File: config.mk
export PLATFORM = sky130hd
export DESIGN_NAME = fetch_sequencer
export DESIGN_NICKNAME = d
export VERILOG_FILES = /design/src/rtl/cpu_pkg.sv /design/src/rtl/pc_next_calc.sv /design/src/rtl/fetch_sequencer.sv
export SDC_FILE = /design/constraint.sdc
export NUM_CORES = 1
export LEC_CHECK = 0
export ABC_AREA = 1
export ABC_CLOCK_PERIOD_IN_PS = 6300
export CAP_MARGIN = 20
export CORE_ASPECT_RATIO = 1.25
export CORE_MARGIN = 4
export CORE_UTILIZATION = 40
export DETAILED_ROUTE_END_ITERATION = 6
export GPL_TIMING_DRIVEN = 0
export PLACE_DENSITY = 0.79
export SYNTH_ARGS = -nofsm -noshare
export SYNTH_HDL_FRONTEND = slang
export SYNTH_SLANG_ARGS = --single-unit
File: constraint.sdc
create_clock -name clk -period 6.3 [get_ports clk]
set_input_delay 1.26 -clock clk [delete_from_list [all_inputs] [get_ports clk]]
set_output_delay 1.26 -clock clk [all_outputs]
set_load 0.02 [all_outputs]
File: src/rtl/cpu_pkg.sv
// Shared CPU definitions: opcodes, sequencer state encodings, IR field positions
// and the next-PC source select.
package cpu_pkg;

  localparam int OPCODE_MSB    = 15;
  localparam int OPCODE_LSB    = 12;
  localparam int JUMP_MSB      = 11;
  localparam int BR_OFFSET_MSB = 7;

  localparam logic [3:0] OP_NOP  = 4'h0;
  localparam logic [3:0] OP_ADD  = 4'h1;
  localparam logic [3:0] OP_SUB  = 4'h2;
  localparam logic [3:0] OP_AND  = 4'h3;
  localparam logic [3:0] OP_OR   = 4'h4;
  localparam logic [3:0] OP_MOV  = 4'h5;
  localparam logic [3:0] OP_LD   = 4'h8;
  localparam logic [3:0] OP_ST   = 4'h9;
  localparam logic [3:0] OP_BEQZ = 4'hA;
  localparam logic [3:0] OP_JMP  = 4'hB;
  localparam logic [3:0] OP_HLT  = 4'hF;

  typedef enum logic [2:0] {
    ST_FETCH     = 3'd0,
    ST_DECODE    = 3'd1,
    ST_EXECUTE   = 3'd2,
    ST_MEMORY    = 3'd3,
    ST_WRITEBACK = 3'd4,
    ST_HALT      = 3'd5
  } state_t;

  typedef enum logic [1:0] {
    PC_INC    = 2'd0,
    PC_JUMP   = 2'd1,
    PC_BRANCH = 2'd2
  } pc_sel_t;

  function automatic logic [15:0] sext_offset(input logic [BR_OFFSET_MSB:0] off);
    return {{(15 - BR_OFFSET_MSB){off[BR_OFFSET_MSB]}}, off};
  endfunction

endpackage

File: src/rtl/pc_next_calc.sv
// Combinational next-PC: increment, in-page jump, or zero-conditional relative branch.
module pc_next_calc
  import cpu_pkg::*;
(
  input  logic [15:0] pc,
  input  logic [15:0] ir,
  input  pc_sel_t     sel,
  input  logic        zero_flag,
  output logic [15:0] pc_next
);

  always_comb begin
    pc_next = pc;
    case (sel)
      PC_INC:    pc_next = pc + 16'd1;
      PC_JUMP:   pc_next = {pc[15:JUMP_MSB+1], ir[JUMP_MSB:0]};
      // pc already points past the branch, so the offset is relative to PC+1
      PC_BRANCH: pc_next = zero_flag ? pc + sext_offset(ir[BR_OFFSET_MSB:0]) : pc;
      default:   pc_next = pc;
    endcase
  end

endmodule

File: src/rtl/fetch_sequencer.sv
// Multi-cycle instruction sequencer: fetch/decode/execute/memory/writeback/halt
// with PC and IR ownership and one-cycle write strobes.
module fetch_sequencer
  import cpu_pkg::*;
(
  input  logic        clk,
  input  logic        rst_n,
  input  logic [15:0] mem_rdata_in,
  input  logic [15:0] alu_result_in,
  input  logic        alu_zero_flag_in,
  input  logic        reg_write_enable_in,
  input  logic        mem_write_enable_in,
  input  logic        mem_to_reg_select_in,
  input  logic        jump_enable_in,
  input  logic        branch_enable_in,
  input  logic        mem_address_select_in,
  input  logic        halt_cpu_in,
  output logic [3:0]  opcode_out,
  output logic [15:0] instr_out,
  output logic [15:0] pc_out,
  output logic [15:0] mem_addr_out,
  output logic        mem_write_strobe_out,
  output logic        reg_write_strobe_out,
  output logic        wb_from_mem_out,
  output logic        halted_out,
  output logic [2:0]  state_out
);

  state_t      state_reg;
  logic [15:0] pc_reg;
  logic [15:0] ir_reg;
  logic        mem_we_latch_reg;
  logic        reg_we_latch_reg;
  logic        mem_to_reg_latch_reg;
  logic        mem_write_strobe_reg;
  logic        reg_write_strobe_reg;
  logic        halted_reg;

  pc_sel_t     pc_sel;
  logic [15:0] pc_next;

  always_comb begin
    pc_sel = PC_INC;
    if (state_reg == ST_EXECUTE) begin
      pc_sel = jump_enable_in ? PC_JUMP : PC_BRANCH;
    end
  end

  pc_next_calc u_pc_next_calc (
    .pc        (pc_reg),
    .ir        (ir_reg),
    .sel       (pc_sel),
    .zero_flag (alu_zero_flag_in),
    .pc_next   (pc_next)
  );

  always_ff @(posedge clk or negedge rst_n) begin
    if (!rst_n) begin
      state_reg            <= ST_FETCH;
      pc_reg               <= 16'h0000;
      ir_reg               <= 16'h0000;
      mem_we_latch_reg     <= 1'b0;
      reg_we_latch_reg     <= 1'b0;
      mem_to_reg_latch_reg <= 1'b0;
      mem_write_strobe_reg <= 1'b0;
      reg_write_strobe_reg <= 1'b0;
      halted_reg           <= 1'b0;
    end else begin
      // strobes are set only on the edge entering the state they belong to
      mem_write_strobe_reg <= 1'b0;
      reg_write_strobe_reg <= 1'b0;
      case (state_reg)
        ST_FETCH: state_reg <= ST_DECODE;
        ST_DECODE: begin
          ir_reg    <= mem_rdata_in;
          pc_reg    <= pc_next;
          state_reg <= ST_EXECUTE;
        end
        ST_EXECUTE: begin
          mem_we_latch_reg     <= mem_write_enable_in;
          reg_we_latch_reg     <= reg_write_enable_in;
          mem_to_reg_latch_reg <= mem_to_reg_select_in;
          if (halt_cpu_in) begin
            state_reg  <= ST_HALT;
            halted_reg <= 1'b1;
          end else if (jump_enable_in || branch_enable_in) begin
            pc_reg    <= pc_next;
            state_reg <= ST_FETCH;
          end else if (mem_address_select_in) begin
            mem_write_strobe_reg <= mem_write_enable_in;
            state_reg            <= ST_MEMORY;
          end else if (reg_write_enable_in) begin
            reg_write_strobe_reg <= 1'b1;
            state_reg            <= ST_WRITEBACK;
          end else begin
            state_reg <= ST_FETCH;
          end
        end
        ST_MEMORY: begin
          if (!mem_we_latch_reg && reg_we_latch_reg) begin
            reg_write_strobe_reg <= 1'b1;
            state_reg            <= ST_WRITEBACK;
          end else begin
            state_reg <= ST_FETCH;
          end
        end
        ST_WRITEBACK: state_reg <= ST_FETCH;
        ST_HALT:      state_reg <= ST_HALT;
        default:      state_reg <= ST_FETCH;
      endcase
    end
  end

  assign opcode_out           = ir_reg[OPCODE_MSB:OPCODE_LSB];
  assign instr_out            = ir_reg;
  assign pc_out               = pc_reg;
  assign mem_addr_out         = (state_reg == ST_MEMORY) ? alu_result_in : pc_reg;
  assign mem_write_strobe_out = mem_write_strobe_reg;
  assign reg_write_strobe_out = reg_write_strobe_reg;
  assign wb_from_mem_out      = (state_reg == ST_WRITEBACK) && mem_to_reg_latch_reg;
  assign halted_out           = halted_reg;
  assign state_out            = state_reg;

endmodule

==> impl_metrics.ini, run 1 <==
[run_status]
status = finished clean

[clock_network]
post_cts_buffers = 0
cts_root_buffer = clkbuf_8
cts_tree = done
clk_pin_slew_worst_paths_ns = 0.08
cts_sinks = 41
cts_hold_buf = 0
cts_buffers = 5
h-tree-depth = 2
clk_path_buf_depth = 2
cts_resized = 0
clock_latency_ns = 0.30

[power_and_ir_drop]
swShare = 0.4871
p_comb_frac = 0.653
p_switching_uw = 999.8
p_int_uw = 1053
seqPwrFrac = 0.237
clock_power_share = 0.110
powerDensity_nw_per_um2 = 503.1
ir_worst_vdd_v = 0.0002881
p_leak_uw = 0.001904

[die]
die_w_um = 83.30
core_area_sq_um = 6934
start_util = 0.4089
die_height_um = 102.1
pin_count = 101
dieArea_sq_um = 8507
num_rows = 34

[logic_synthesis]
avgSynthCellArea_sq_um = 7.035
yosys_register_bits = 41
synth_cells = 403
synth_edf_count = 0
synth_flop_cell = dfrtp_1
syn_nets = 454
syn_area_sq_um = 2835
ys_warn_count = 0
ys_types = 38
yosysSeqAreaShare = 0.3619
synth-async-reset-ratio = 1.000

[global_route]
grt_max_degree = 31
grt.overflow.total = 0
grt_first_pass_wirelength_um = 14280
antenna_found_initial = 0
grt_pass1_vias = 3008
grt.total_usage = 0.2059

[sta]
rsz0062_at_grt = no
finalHoldViolCount = 0
fin_crit_ns = 3.834
fin_setup_tns_ns = 0
final_max_slew_viol_count = 0
max-slew-margin-rel = 0.5978
fmax_mhz = 260.9
worst_pin_slew_ns = 0.5955
finalSetupViolations = 0
period_share = 0.6085
clock_skew_ns = 0.01345

[place]
dp_cells = 594
place_hpwl_um = 6846
dpl_cell_area_sq_um = 3964
place_congestion = 0.9410
numPortBuffers = 100

[final_layout]
drive_gt1_frac = 0.08398
fin_util = 0.5884
fin_area_sq_um = 4080
area_growth_pct = 43.91
stdcell_count = 602
diodes = 0
layout.nets = 562

[worst_setup_path]
startpoint_type = input pin
worstPathMaxFanout = 1
cp_data_required_time_ns = 5.04
ff2ff_path_depth = 16
cp.arrival_ns = 2.57
worstSetupPathType = in2out
end_kind = output port

[flow_run]
max-cap-violations = 0

[routing]
wl_um = 8779
ant_nets = 0
vias = 3102
drc = 0
drt-vias-per-instance = 5.153
wl_per_cell_um = 14.58
first_iter_violations = 208
dr.pass1.iters = 5

[worst_hold_path]
min-delay-path-class = reg2reg
hold_depth = 2
==> layout make-up <==
cell class | count | area (sq um)
inverter | 54 | 205.2
tap | 90 | 112.6
fill | 633 | 2854
timing repair buffer | 101 | 1016
multi-input combinational | 294 | 1520
buffer | 14 | 83.83
sequential | 41 | 1026
clock inverter | 1 | 30.03
clock buffer | 7 | 86.33
==> final timing paths <==
check | start | endpoint | slack [ns]
worst max-delay path | alu_result_in[9] | mem_addr_out[9] | 2.47
worst max register to register | state_out[2] | pc_out[10] | 3.54
worst min-delay path | halted_out | halted_out | 0.47
min in group asynchronous | rst_n | reg_write_strobe_out | 0.85
worst min register to register | halted_out | halted_out | 0.47
max in group asynchronous | rst_n | instr_out[3] | 4.97
==> critical path: stages <==
cell	delay (ns)
clkdlybuf4s50_1	0.48
nand2_1	0.05
o21ai_0	0.13
clkdlybuf4s50_1	0.65
==> through the flow <==
stage	total power, uW	setup WS (ns)	hold WS [ns]
after global routing	2199	2.224	0.5098
after global placement	1795	2.479	0.4461
after floorplan	1263	3.416	0.4444
after detailed placement	1824	2.477	0.4570
after CTS	2059	2.418	0.4785
final	2053	2.466	0.4732
==> cell usage after synthesis, types with 2 or more instances <==
cell | instances | area [sq um]
xnor2_1 | 2 | 17.52
buf_4 | 4 | 30.03
o21ai_1 | 7 | 35.03
nand2_1 | 124 | 465.5
o21ai_0 | 44 | 220.2
inv_2 | 8 | 30.03
inv_1 | 45 | 168.9
nor2_2 | 3 | 18.77
nor2_4 | 4 | 45.04
a21oi_2 | 2 | 17.52
o211ai_1 | 3 | 22.52
o22ai_1 | 2 | 12.51
nor2_1 | 22 | 82.58
nor4_1 | 2 | 12.51
a21oi_1 | 20 | 100.1
buf_6 | 2 | 22.52
dfrtp_1 | 41 | 1026
nand4_1 | 7 | 43.79
ha_1 | 8 | 100.1
clkbuf_1 | 7 | 26.28
nand3_1 | 17 | 85.08
nand3b_1 | 2 | 15.01
nand2_2 | 7 | 43.79
xor2_1 | 5 | 43.79
o41ai_1 | 2 | 17.52
==> kinds of logic after synthesis <==
logic type | after synthesis | synth area share
buf+inv | 68 | 0.1019
compound gates | 87 | 0.1695
flops | 41 | 0.3619
fa+ha+maj | 9 | 0.04237
simple gates | 191 | 0.3027
xor+xnor | 7 | 0.02162
==> power by group through the flow <==
stage                     logic, uW  registers, uW  clock network, uW
final                          1340            486                226
after global routing           1450            503                240
after CTS                      1340            485                230
after detailed placement       1340            488                  0
after global placement         1310            486                  0
after floorplan                 672            591                  0
==> layer usage <==
layer / track usage / share of wire
met1: 0.2420 / 0.41
met2: 0.3858 / 0.51
met3: 0.03710 / 0.064
met4: 0.05786 / 0.016
met5: 0 / 0
==> layout by cell type (no fill, tap or decap), types with 2 or more instances in the layout <==
| cell type | n |
|---|---|
| o41ai_1 | 2 |
| inv_2 | 8 |
| nand2_1 | 124 |
| buf_2 | 2 |
| nor4_1 | 2 |
| ha_1 | 8 |
| a21oi_2 | 2 |
| buf_6 | 2 |
| nor2_1 | 22 |
| o21ai_0 | 44 |
| clkdlybuf4s50_1 | 99 |
| o22ai_1 | 2 |
| nor2_2 | 3 |
| nand2_2 | 7 |
| clkbuf_1 | 8 |
| xor2_1 | 5 |
| o211ai_1 | 3 |
| nand3b_1 | 2 |
| inv_1 | 45 |
| clkbuf_8 | 6 |
| nand4_1 | 7 |
| nor2_4 | 4 |
| nand3_1 | 17 |
| a21oi_1 | 20 |
| o21ai_1 | 7 |
| buf_4 | 4 |
| dfrtp_1 | 41 |
| xnor2_1 | 2 |
Power figures use the tool's default switching activity.
==> run 2: changes to the inputs <==
- ABC_CLOCK_PERIOD_IN_PS: 6300 -> 3400
- PLACE_DENSITY: 0.79 -> 0.81
- clock period: 6.3 -> 3.4 ns (I/O delays scaled with it)
==> run 2 against run 1 <==
Flip-flop and latch count did not move. Clock skew barely moved. Die area did not move. Clock power rose by 58%. Sequential power rose by 86%. Combinational power rose by 85%. Critical path type is now reg2out. Critical endpoint is now mem_addr_out[15]. Highest routed layer unchanged.
==> impl_metrics.ini, run 2 (synthesis results as in run 1) <==
[run_status]
status = finished clean

[worst_setup_path]
crit_buf_inv = 3
cp.depth = 7
r2r_start = state_out[2]
cpPeakStageDelay_ns = 0.59
cp_data_required_time_ns = 2.72
ff2ff_path_depth = 14
worstPathMaxFanout = 10
r2r_slack_ns = 0.65
cp_slowest_cell = clkdlybuf4s50_1
end_kind = output port
critPathTopFamily = buffers and inverters
cp.arrival_ns = 2.50
startpoint_type = flip-flop
crit_path_frequent_cell = nand2_1
crit_chain = inv_1, nand2_1, nor2_1, clkbuf_1, nand2_1, nand2_1, clkdlybuf4s50_1
timing.rr.end = pc_out[9]
worstSetupPathType = reg2out
crit_end = mem_addr_out[15]
crit_path_start = state_out[2]

[flow_run]
max-cap-violations = 0

[power_and_ir_drop]
powerDensity_nw_per_um2 = 919.6
ir_worst_vdd_v = 0.0006166
p_leak_uw = 0.001907

[sta]
max-slew-margin-rel = 0.6425
finalHoldViolCount = 0
rsz0062_at_grt = no
period_share = 0.9353
fmax_mhz = 314.5
fin_crit_ns = 3.180
final_max_slew_viol_count = 0
finalSetupViolations = 0
clock_skew_ns = 0.01298
fin_setup_tns_ns = 0
worst_pin_slew_ns = 0.5294

[clock_network]
cts_resized = 0
cts_root_buffer = clkbuf_8
clk_pin_slew_worst_paths_ns = 0.09
cts_hold_buf = 0
clk_path_buf_depth = 2
cts_tree = done
cts_buffers = 5
post_cts_buffers = 0
h-tree-depth = 2
clock_latency_ns = 0.30
cts_sinks = 41

[final_layout]
regArea_sq_um = 1026
diodes = 0
fillers = 676
layout_common_cells = nand2_1 (124), clkdlybuf4s50_1 (99), inv_1 (45)
multiInputGateArea_sq_um = 1520
stdcell_count = 602
layout.nets = 562
area_growth_pct = 43.47
drive_gt1_frac = 0.08984
fin_util = 0.5866
final_common_cell = nand2_1

[routing]
drc = 0
wl_per_cell_um = 14.40
ant_nets = 0
first_iter_violations = 144
wl_um = 8668
vias = 3062
dr.pass1.iters = 4
drt-vias-per-instance = 5.086

[die]
die_w_um = 83.30
dieArea_sq_um = 8507
num_rows = 34
core_area_sq_um = 6934
start_util = 0.4089
die_height_um = 102.1
pin_count = 101

[place]
place_hpwl_um = 6903
dp_cells = 594
numPortBuffers = 100
place_congestion = 0.9406

[global_route]
grt_max_degree = 25
grt.total_usage = 0.2014
grt.overflow.total = 0
grt_first_pass_wirelength_um = 13960
antenna_found_initial = 0
grt_pass1_vias = 2998

[worst_hold_path]
min-delay-path-class = in2async
## run 2: cell types whose count changed in the layout (fill, tap and decap cells not counted), sizes merged
cell    change
bufinv      -1
clkinv      +1
## run 2: worst min path at each step
stage	startpoint	to	cells past startpoint
detailed placement	halted_out	halted_out	2
global placement	halted_out	halted_out	2
global route	rst_n	pc_out[4]	1
finish	rst_n	pc_out[4]	1
floorplan	rst_n	halted_out	0
CTS	rst_n	pc_out[4]	1
## run 2: cell type report
cell class / count / share of cell area
flip-flops and latches: 41 / 0.2522
well taps: 90 / 0.02768
inverters: 54 / 0.05045
plain buffers: 14 / 0.02122
multi-input cells: 294 / 0.3737
clock buffers: 7 / 0.02369
repair buffers: 101 / 0.2498
clock inverters: 1 / 0.001230
## run 2: worst register-to-register path, stage by stage (launching register included)
cell and delay, ns:
dfrtp_1 0.48, inv_1 0.08, nand2_1 0.09, nor2_4 0.22, nand2_2 0.19, nor2_1 0.14, ha_1 0.31, a21o_1 0.21
nor2_1 0.17, nand2_1 0.14, nand2_1 0.11, o21bai_1 0.10, xor2_1 0.16, o21ai_0 0.14, o21ai_0 0.09
## run 2: stage by stage
stage          hold WS (ns)  area, sq um  power, uW  worst slack (ns)
2_1_floorplan        0.3844         2835       2339             1.021
3_3_place_gp         0.4469         3949       3336            0.2324
3_5_place_dp         0.4692         3964       3386            0.2057
4_1_cts              0.3127         4065       3766            0.1407
5_1_grt              0.3367         4068       4016           0.05568
6_report             0.3017         4068       3740            0.2199
## run 2: power breakdown
group	internal [uW]	switching, uW
Combinational	1010	1470
Clock	184	174
Sequential	702	202
## run 2: per-layer routing
| metal | vias up | share of wire | track usage | wire, um |
|---|---|---|---|---|
| met2 | 95 | 0.52 | 0.3753 | 4520 |
| li1 | 1521 | - | - | - |
| met4 | 0 | 0.020 | 0.06415 | 172 |
| met3 | 14 | 0.054 | 0.03548 | 466 |
| met5 | - | 0 | 0 | 0 |
| met1 | 1432 | 0.40 | 0.2362 | 3509 |
